--- config.mk ---
export PLATFORM = sky130hd
export DESIGN_NAME = seven_seg_scan_decoder
export DESIGN_NICKNAME = d
export VERILOG_FILES = /design/src/rtl/seven_seg_scan_decoder.sv
export SDC_FILE = /design/constraint.sdc
export NUM_CORES = 1
export LEC_CHECK = 0
export ABC_AREA = 1
export BUFFER_PORTS_ARGS = -buffer_cell sky130_fd_sc_hd__buf_2
export CAP_MARGIN = 20
export CORE_MARGIN = 2
export CORE_UTILIZATION = 49
export DETAILED_ROUTE_END_ITERATION = 10
export GPL_TIMING_DRIVEN = 0
export PLACE_DENSITY = 0.71
export SKIP_LAST_GASP = 1
export SYNTH_ARGS = -nofsm -noshare
export SYNTH_HDL_FRONTEND = slang
export SYNTH_SLANG_ARGS = --single-unit
--- constraint.sdc ---
create_clock -name clock_in -period 3.73 [get_ports clock_in]
set_input_delay 0 -clock clock_in [delete_from_list [all_inputs] [get_ports clock_in]]
set_output_delay 0 -clock clock_in [all_outputs]
set_load 0.03 [all_outputs]
--- src/rtl/seven_seg_scan_decoder.sv ---
// Recovers hex digits from a multiplexed active-low seven-segment bus and
// assembles complete in-order 8-digit scans into 32-bit frames.
module seven_seg_scan_decoder #(
  parameter int unsigned STABLE_CYCLES = 4
) (
  input  logic        clock_in,
  input  logic        reset_in,
  input  logic [7:0]  anode_in,
  input  logic [6:0]  cathode_in,
  output logic [31:0] digits_out,
  output logic [7:0]  digit_valid_out,
  output logic [31:0] frame_out,
  output logic        frame_valid_out,
  output logic        bad_pattern_out,
  output logic        multi_anode_out
);

  localparam int unsigned CW = $clog2(STABLE_CYCLES + 1);

  typedef enum logic {SEEK, COLLECT} state_t;

  logic [14:0]   s;
  logic [14:0]   s_prev;
  logic [CW-1:0] cnt;
  state_t        state;
  logic [2:0]    exp_idx;

  logic [7:0] anode_low;
  logic [7:0] prev_low;
  logic       one_low;
  logic       multi_now;
  logic       multi_prev;
  logic [2:0] idx;
  logic       hex_ok;
  logic [3:0] hex_val;
  logic       blank;
  logic       stable;
  logic       capture;

  always_comb begin
    anode_low  = ~s[14:7];
    prev_low   = ~s_prev[14:7];
    // x & (x-1) clears the lowest set bit: zero result means at most one bit set
    one_low    = (anode_low != '0) && ((anode_low & (anode_low - 8'd1)) == '0);
    multi_now  = (anode_low & (anode_low - 8'd1)) != '0;
    multi_prev = (prev_low & (prev_low - 8'd1)) != '0;
    idx = '0;
    for (int unsigned i = 0; i < 8; i++) begin
      if (anode_low[i]) idx = i[2:0];
    end
    hex_ok  = 1'b1;
    hex_val = '0;
    case (s[6:0])
      7'b1000000: hex_val = 4'h0;
      7'b1111001: hex_val = 4'h1;
      7'b0100100: hex_val = 4'h2;
      7'b0110000: hex_val = 4'h3;
      7'b0011001: hex_val = 4'h4;
      7'b0010010: hex_val = 4'h5;
      7'b0000010: hex_val = 4'h6;
      7'b1111000: hex_val = 4'h7;
      7'b0000000: hex_val = 4'h8;
      7'b0010000: hex_val = 4'h9;
      7'b0001000: hex_val = 4'hA;
      7'b0000011: hex_val = 4'hB;
      7'b1000110: hex_val = 4'hC;
      7'b0100001: hex_val = 4'hD;
      7'b0000110: hex_val = 4'hE;
      7'b0001110: hex_val = 4'hF;
      default:    hex_ok  = 1'b0;
    endcase
    blank   = (s[6:0] == 7'h7F);
    stable  = one_low && (s == s_prev);
    capture = stable && (cnt == CW'(STABLE_CYCLES - 1));
  end

  always_ff @(posedge clock_in or negedge reset_in) begin
    if (!reset_in) begin
      s               <= '1;
      s_prev          <= '1;
      cnt             <= CW'(1);
      digits_out      <= '0;
      digit_valid_out <= '0;
      frame_out       <= '0;
      frame_valid_out <= 1'b0;
      bad_pattern_out <= 1'b0;
      multi_anode_out <= 1'b0;
      state           <= SEEK;
      exp_idx         <= '0;
    end else begin
      s               <= {anode_in, cathode_in};
      s_prev          <= s;
      frame_valid_out <= 1'b0;
      bad_pattern_out <= 1'b0;
      multi_anode_out <= multi_now && !multi_prev;

      if (!stable)
        cnt <= CW'(1);
      else if (cnt != CW'(STABLE_CYCLES))
        cnt <= cnt + CW'(1);

      if (capture) begin
        if (hex_ok) begin
          digits_out[{idx, 2'b00} +: 4] <= hex_val;
          digit_valid_out[idx]          <= 1'b1;
        end else begin
          digit_valid_out[idx] <= 1'b0;
          bad_pattern_out      <= !blank;
        end
      end

      // Only captures move the frame tracker; idle/multi samples leave it alone
      case (state)
        SEEK: begin
          if (capture && hex_ok && idx == 3'd0) begin
            state   <= COLLECT;
            exp_idx <= 3'd1;
          end
        end
        COLLECT: begin
          if (capture) begin
            if (hex_ok && idx == 3'd0) begin
              exp_idx <= 3'd1;
            end else if (hex_ok && idx == exp_idx) begin
              if (exp_idx == 3'd7) begin
                frame_out       <= {hex_val, digits_out[27:0]};
                frame_valid_out <= 1'b1;
                state           <= SEEK;
                exp_idx         <= '0;
              end else begin
                exp_idx <= exp_idx + 3'd1;
              end
            end else begin
              state   <= SEEK;
              exp_idx <= '0;
            end
          end
        end
        default: begin
          state   <= SEEK;
          exp_idx <= '0;
        end
      endcase
    end
  end

endmodule

**After elaboration in Yosys (flattened, before gate mapping)**

Index checks and enable logic that the tools add are counted.

- Bits in registers: 112
- Output and inout bits: 75

- Bitwise operators: 9
- Magnitude comparators: 2
- Add/subtract/negate cells: 5
- Shift operators: 2
- Multiplexer cells: 34
- Eq/ne operators: 24
- Reductions and logical operators: 21

Operator list:

| operator | count |
|---|---|
| one-hot mux 4 bit (15 select lines) | 1 |
| 2-to-1 mux 3 bit | 12 |
| == test 7 bit, second input constant | 5 |
| bitwise mux 32 bit | 1 |
| variable shift 4 x 7 -> 32 bit, first input constant | 1 |
| variable part select 4 x 7 -> 32 bit | 1 |
| bitwise AND 8 bit | 3 |
| inverter 8 bit | 3 |
| nonzero test 8 bit | 3 |
| == test 7 x 5 -> 1 bit, second input constant | 3 |
| == test 7 x 6 -> 1 bit, second input constant | 3 |
| OR reduction 16 bit | 1 |
| subtractor 8 x 1 -> 8 bit, second input constant | 2 |
| == test 15 bit | 1 |
| 2-to-1 mux 1 bit | 15 |
| == test 7 x 2 -> 1 bit, second input constant | 2 |
| == test 7 x 4 -> 1 bit, second input constant | 2 |
| logical AND 1 bit | 9 |
| logical NOT 8 bit | 1 |
| 2-to-1 mux 8 bit | 1 |
| OR 8 bit | 1 |
| == test 7 x 3 -> 1 bit, second input constant | 1 |
| logical NOT 7 bit | 1 |
| negator 5 -> 7 bit | 1 |
| 18 further kinds | 23 |

**Logic depth before layout (Yosys ltp)**

- Depth after elaboration: 15
- Mapped depth: 16
- Gate-level depth less buffers: 14

**Least setup slack after synthesis**

OpenSTA, ideal clock, no wires.

- Kind: reg-to-reg
- Start point: reg s[9]
- End point: reg frame_out[22]
- Slack: 1.037 ns
- Required time: 3.664 ns
- Data arrival time: 2.626 ns
- Stages on the path, launching flop included: 15
- Path through: dfstp_2 inv_1 o21ai_0 nand2_1 nand2_1 nand2_1 buf_2 buf_2 ha_1 ha_1 clkbuf_1 nor2_1 clkbuf_1 nand4_1 nand2_1

- Cells in the longest elaborated chain, start to end: 11

Ends and longest elaborated chain:

| item | line | RTL |
|---|---|---|
| start, declared | 22 | `logic [14:0] s;` |
| start signal, assigned | 91 | `s <= {anode_in, cathode_in};` |
| parallel branches: the longest is 10 deep, another holds subtractor 8 x 1 -> 8 bit | - |  |
| AND reduction 5 bit (no source line) (*) | - |  |
| end signal, assigned | 126 | `frame_out <= {hex_val, digits_out[27:0]};` |
| end, declared | 12 | `output logic [31:0] frame_out,` |

Mark *: on every way between the ends.
A chain may end at the register's enable or synchronous reset.

**Worst setup path in the final report**

- Start point: reg s[9]
- End point: reg digits_out[25]

- Cells in the longest elaborated chain, start to end: 10

Ends and longest elaborated chain:

| item | line | RTL |
|---|---|---|
| inverter 8 bit | 41 | `anode_low = ~s[14:7];` |
| 2-to-1 mux 2 bit | 49 | `if (anode_low[i]) idx = i[2:0];` |
| 2-to-1 mux 3 bit (5 in a row) | 49 |  |
| negator 5 -> 7 bit | 104 | `digits_out[{idx, 2'b00} +: 4] <= hex_val;` |
| variable part select 4 x 7 -> 32 bit / variable shift 4 x 7 -> 32 bit (equally long branches) | 104 |  |
| bitwise mux 32 bit | 104 |  |
| end signal, assigned by index | 104 |  |
| end, declared | 10 | `output logic [31:0] digits_out,` |

Parallel ways exist; a longest one is shown, timed or not.

==> flow_summary.yaml <==
cts:
  cts_inserted_buffers: 9
  clk_latency_ns: 0.38
  clk_pin_slew_ns: 0.10
  cts_tree: "done"
  htree_levels: 3
  cts_sinks: 112
  postCtsSetupBuffers: 0
  root_buffer: "clkbuf_8"
  cts_buffer_depth: 2
pwr:
  switchingPower_mw: 0.542
  p_int_mw: 1.62
  clockPowerShare: 0.337
  power_density_nw_per_um2: 334
  power_mw: 2.17
  irDropWorstVdd_v: 0.000166
  p_seq_frac: 0.584
  switching_share: 0.250
  power.leakage_nw: 3.62
  comb_power_share: 0.080
floorplanning:
  die_h_um: 110
  initial_core_util: 0.503
  die_w_um: 110
  dieArea_um2: 12000
  core_um2: 10900
  fp-row-count: 38
  io_pins: 92
global_routing:
  grtUsageTotal: 0.236
  globalRoute.totalOverflow: 0
  grt_pass1_vias: 4605
  antenna_found_initial: 0
  grt_max_degree: 59
  grt_pass1_wl_um: 22000
sta:
  final-hold-violation-count: 0
  timing.final.ws_setup_ns: 0.290
  worstMarginPinSlew_ns: 0.940
  clock.fmax_mhz: 291
  whs_ns: 0.204
  skew_ns: 0.0199
  timing.final.crit_share: 0.922
  finalSetupViolCount: 0
  fin_setup_tns_ns: 0
  rsz0062_at_grt: "false"
  slew_headroom: 0.369
  slew_violations: 0
  min_period_ns: 3.44
final_layout:
  fin_nets: 815
  drive_gt1_frac: 0.221
  fillCellCount: 1008
  design_area_um2: 6490
  regArea_um2: 2840
  layout_common_cells: "nand2_1, buf_2, dfrtp_1"
  fin_util: 0.596
  syn2layout_area_growth_pct: 18.5
  final_cell_count_no_fill: 936
  multi_input_area_um2: 2310
  layout_commonest_cell: "nand2_1"
  n_antenna_cell: 0
synthesis:
  postSynthNetCount: 696
  netlist_area_um2: 5480
  synth_cell_types: 30
  avgSynthCellArea_um2: 8.15
  netlist_instances: 672
  ys_warn_count: 0
  seq_area_frac_synth: 0.519
  synth-seq-cells: 112
detailed_routing:
  drc: 0
  route.met3.wl_um: 547
  via_per_inst: 5.22
  drtAntennaViolNets: 0
  dr.pass1.iters: 5
  via_count: 4890
  wl_met1_um: 6230
  drt_iter0_drc: 309
  wl_per_cell_um: 14.4
  finalWirelength_um: 13500
  dr_wl_met2_um: 6470
  highest_layer: "met4"
placement:
  dp_hpwl_um: 9980
  io_buffer_count: 91
  gp_congestion: 0.935
  place_area_um2: 6140
  post-place-ws_ns: 0.367
  dp_cells: 904
outcome:
  status: "completed"
critical_path:
  crit_type: "flip-flop to flip-flop"
  cp.arrival_ns: 3.75
  crit_path_frequent_cell: "nand2_1"
  slowest_delay_ns: 0.84
  cpMaxStageDelayCell: "nor3_1"
  endpoint_kind: "flip-flop"
  worstPathRequired_ns: 4.04
  crit_path_start_kind: "flip-flop"
  cp_cell_sequence: "inv_1 > o21ai_0 > nand2_1 > nand2_1 > nand2_1 > buf_2 > buf_2 > ha_1 > clkinv_1 > nor3_1 > nand4_1 > nand2_1"
  crit_fanout: 10
min_path:
  hp-class: "input pin to async pin"
job:
  maxCapViolations: 0
[sequential cells by signal, summed over array words and instances, names as in the netlist, 3 cells and up, named ones only]
| register | count |
|---|---|
| digits_out | 32 |
| frame_out | 32 |
| s | 15 |
| s_prev | 15 |
| cnt | 3 |
| exp_idx | 3 |
[kinds of logic after synthesis]
| group | count (synthesis) | share of synthesized area |
|---|---|---|
| buf+inv | 76 | 0.0587 |
| simple gates | 440 | 0.366 |
| fa+ha+maj | 7 | 0.0160 |
| xor+xnor | 8 | 0.0128 |
| compound gates | 29 | 0.0272 |
| flops | 112 | 0.519 |
[power groups by stage]
stage | Clock, mW | Combinational [mW] | Sequential [mW]
floorplan | 0 | 0.0960 | 1.28
global placement | 0 | 0.152 | 1.29
detailed placement | 0 | 0.160 | 1.29
CTS | 0.739 | 0.173 | 1.26
global route | 0.788 | 0.197 | 1.27
finish | 0.729 | 0.173 | 1.26
[metal layers]
layer / vias to the layer above / track usage
met1: 2325 / 0.321
met3: 15 / 0.0421
met4: 0 / 0.0642
met2: 125 / 0.392
met5: - / 0
li1: 2425 / -
[final timing paths]
path,startpoint,to,slack [ns],cells past startpoint
max,s[9],digits_out[25],0.29,12
min,reset_in,frame_out[19],0.20,2
max reg2reg,s[9],digits_out[25],0.29,12
min reg2reg,s[7],s_prev[7],0.39,0
max in group asynchronous,reset_in,s_prev[0],2.75,3
min in group clock_in,cathode_in[4],s[4],0.26,2
[critical path, delay by kind of cell (launching register included)]
| kind | cells | cell delay (ns) |
|---|---|---|
| compound gates | 1 | 0.17 |
| flops | 1 | 0.59 |
| simple gates | 6 | 1.43 |
| fa+ha+maj | 1 | 0.41 |
| buf+inv | 4 | 0.78 |
[what timing repair did]
action / 4_1_cts / 5_1_grt
endpoints found under the setup margin: 0 / 0
gates resized for setup: 0 / 0
hold buffers: 16 / 0
endpoints found under the hold margin: 69 / 0
[synth_stat cells (all sizes together)]
cell type / count / share of area
clkbuf: 7 / 0.0048
nor4: 1 / 0.0011
nand4: 64 / 0.076
inv: 54 / 0.037
xnor2: 1 / 0.0016
o22ai: 1 / 0.0011
o211ai: 1 / 0.0014
nor2: 61 / 0.055
dfrtp: 81 / 0.37
nor3: 18 / 0.019
dfstp: 31 / 0.15
ha: 7 / 0.016
a21oi: 6 / 0.0055
buf: 14 / 0.016
or2: 1 / 0.0011
clkinv: 1 / 0.00068
nand3: 33 / 0.032
xor2: 7 / 0.011
nand2: 262 / 0.18
o21ai: 21 / 0.019
[layout make-up]
type	instances	area share
Tap cell	140	0.0270
Buffer	21	0.0177
Clock buffer	12	0.0224
Multi-Input combinational cell	484	0.357
Sequential cell	112	0.438
Clock inverter	4	0.00694
Inverter	55	0.0318
Timing Repair Buffer	108	0.0995
No activity file was read; power rests on OpenSTA's default activity.
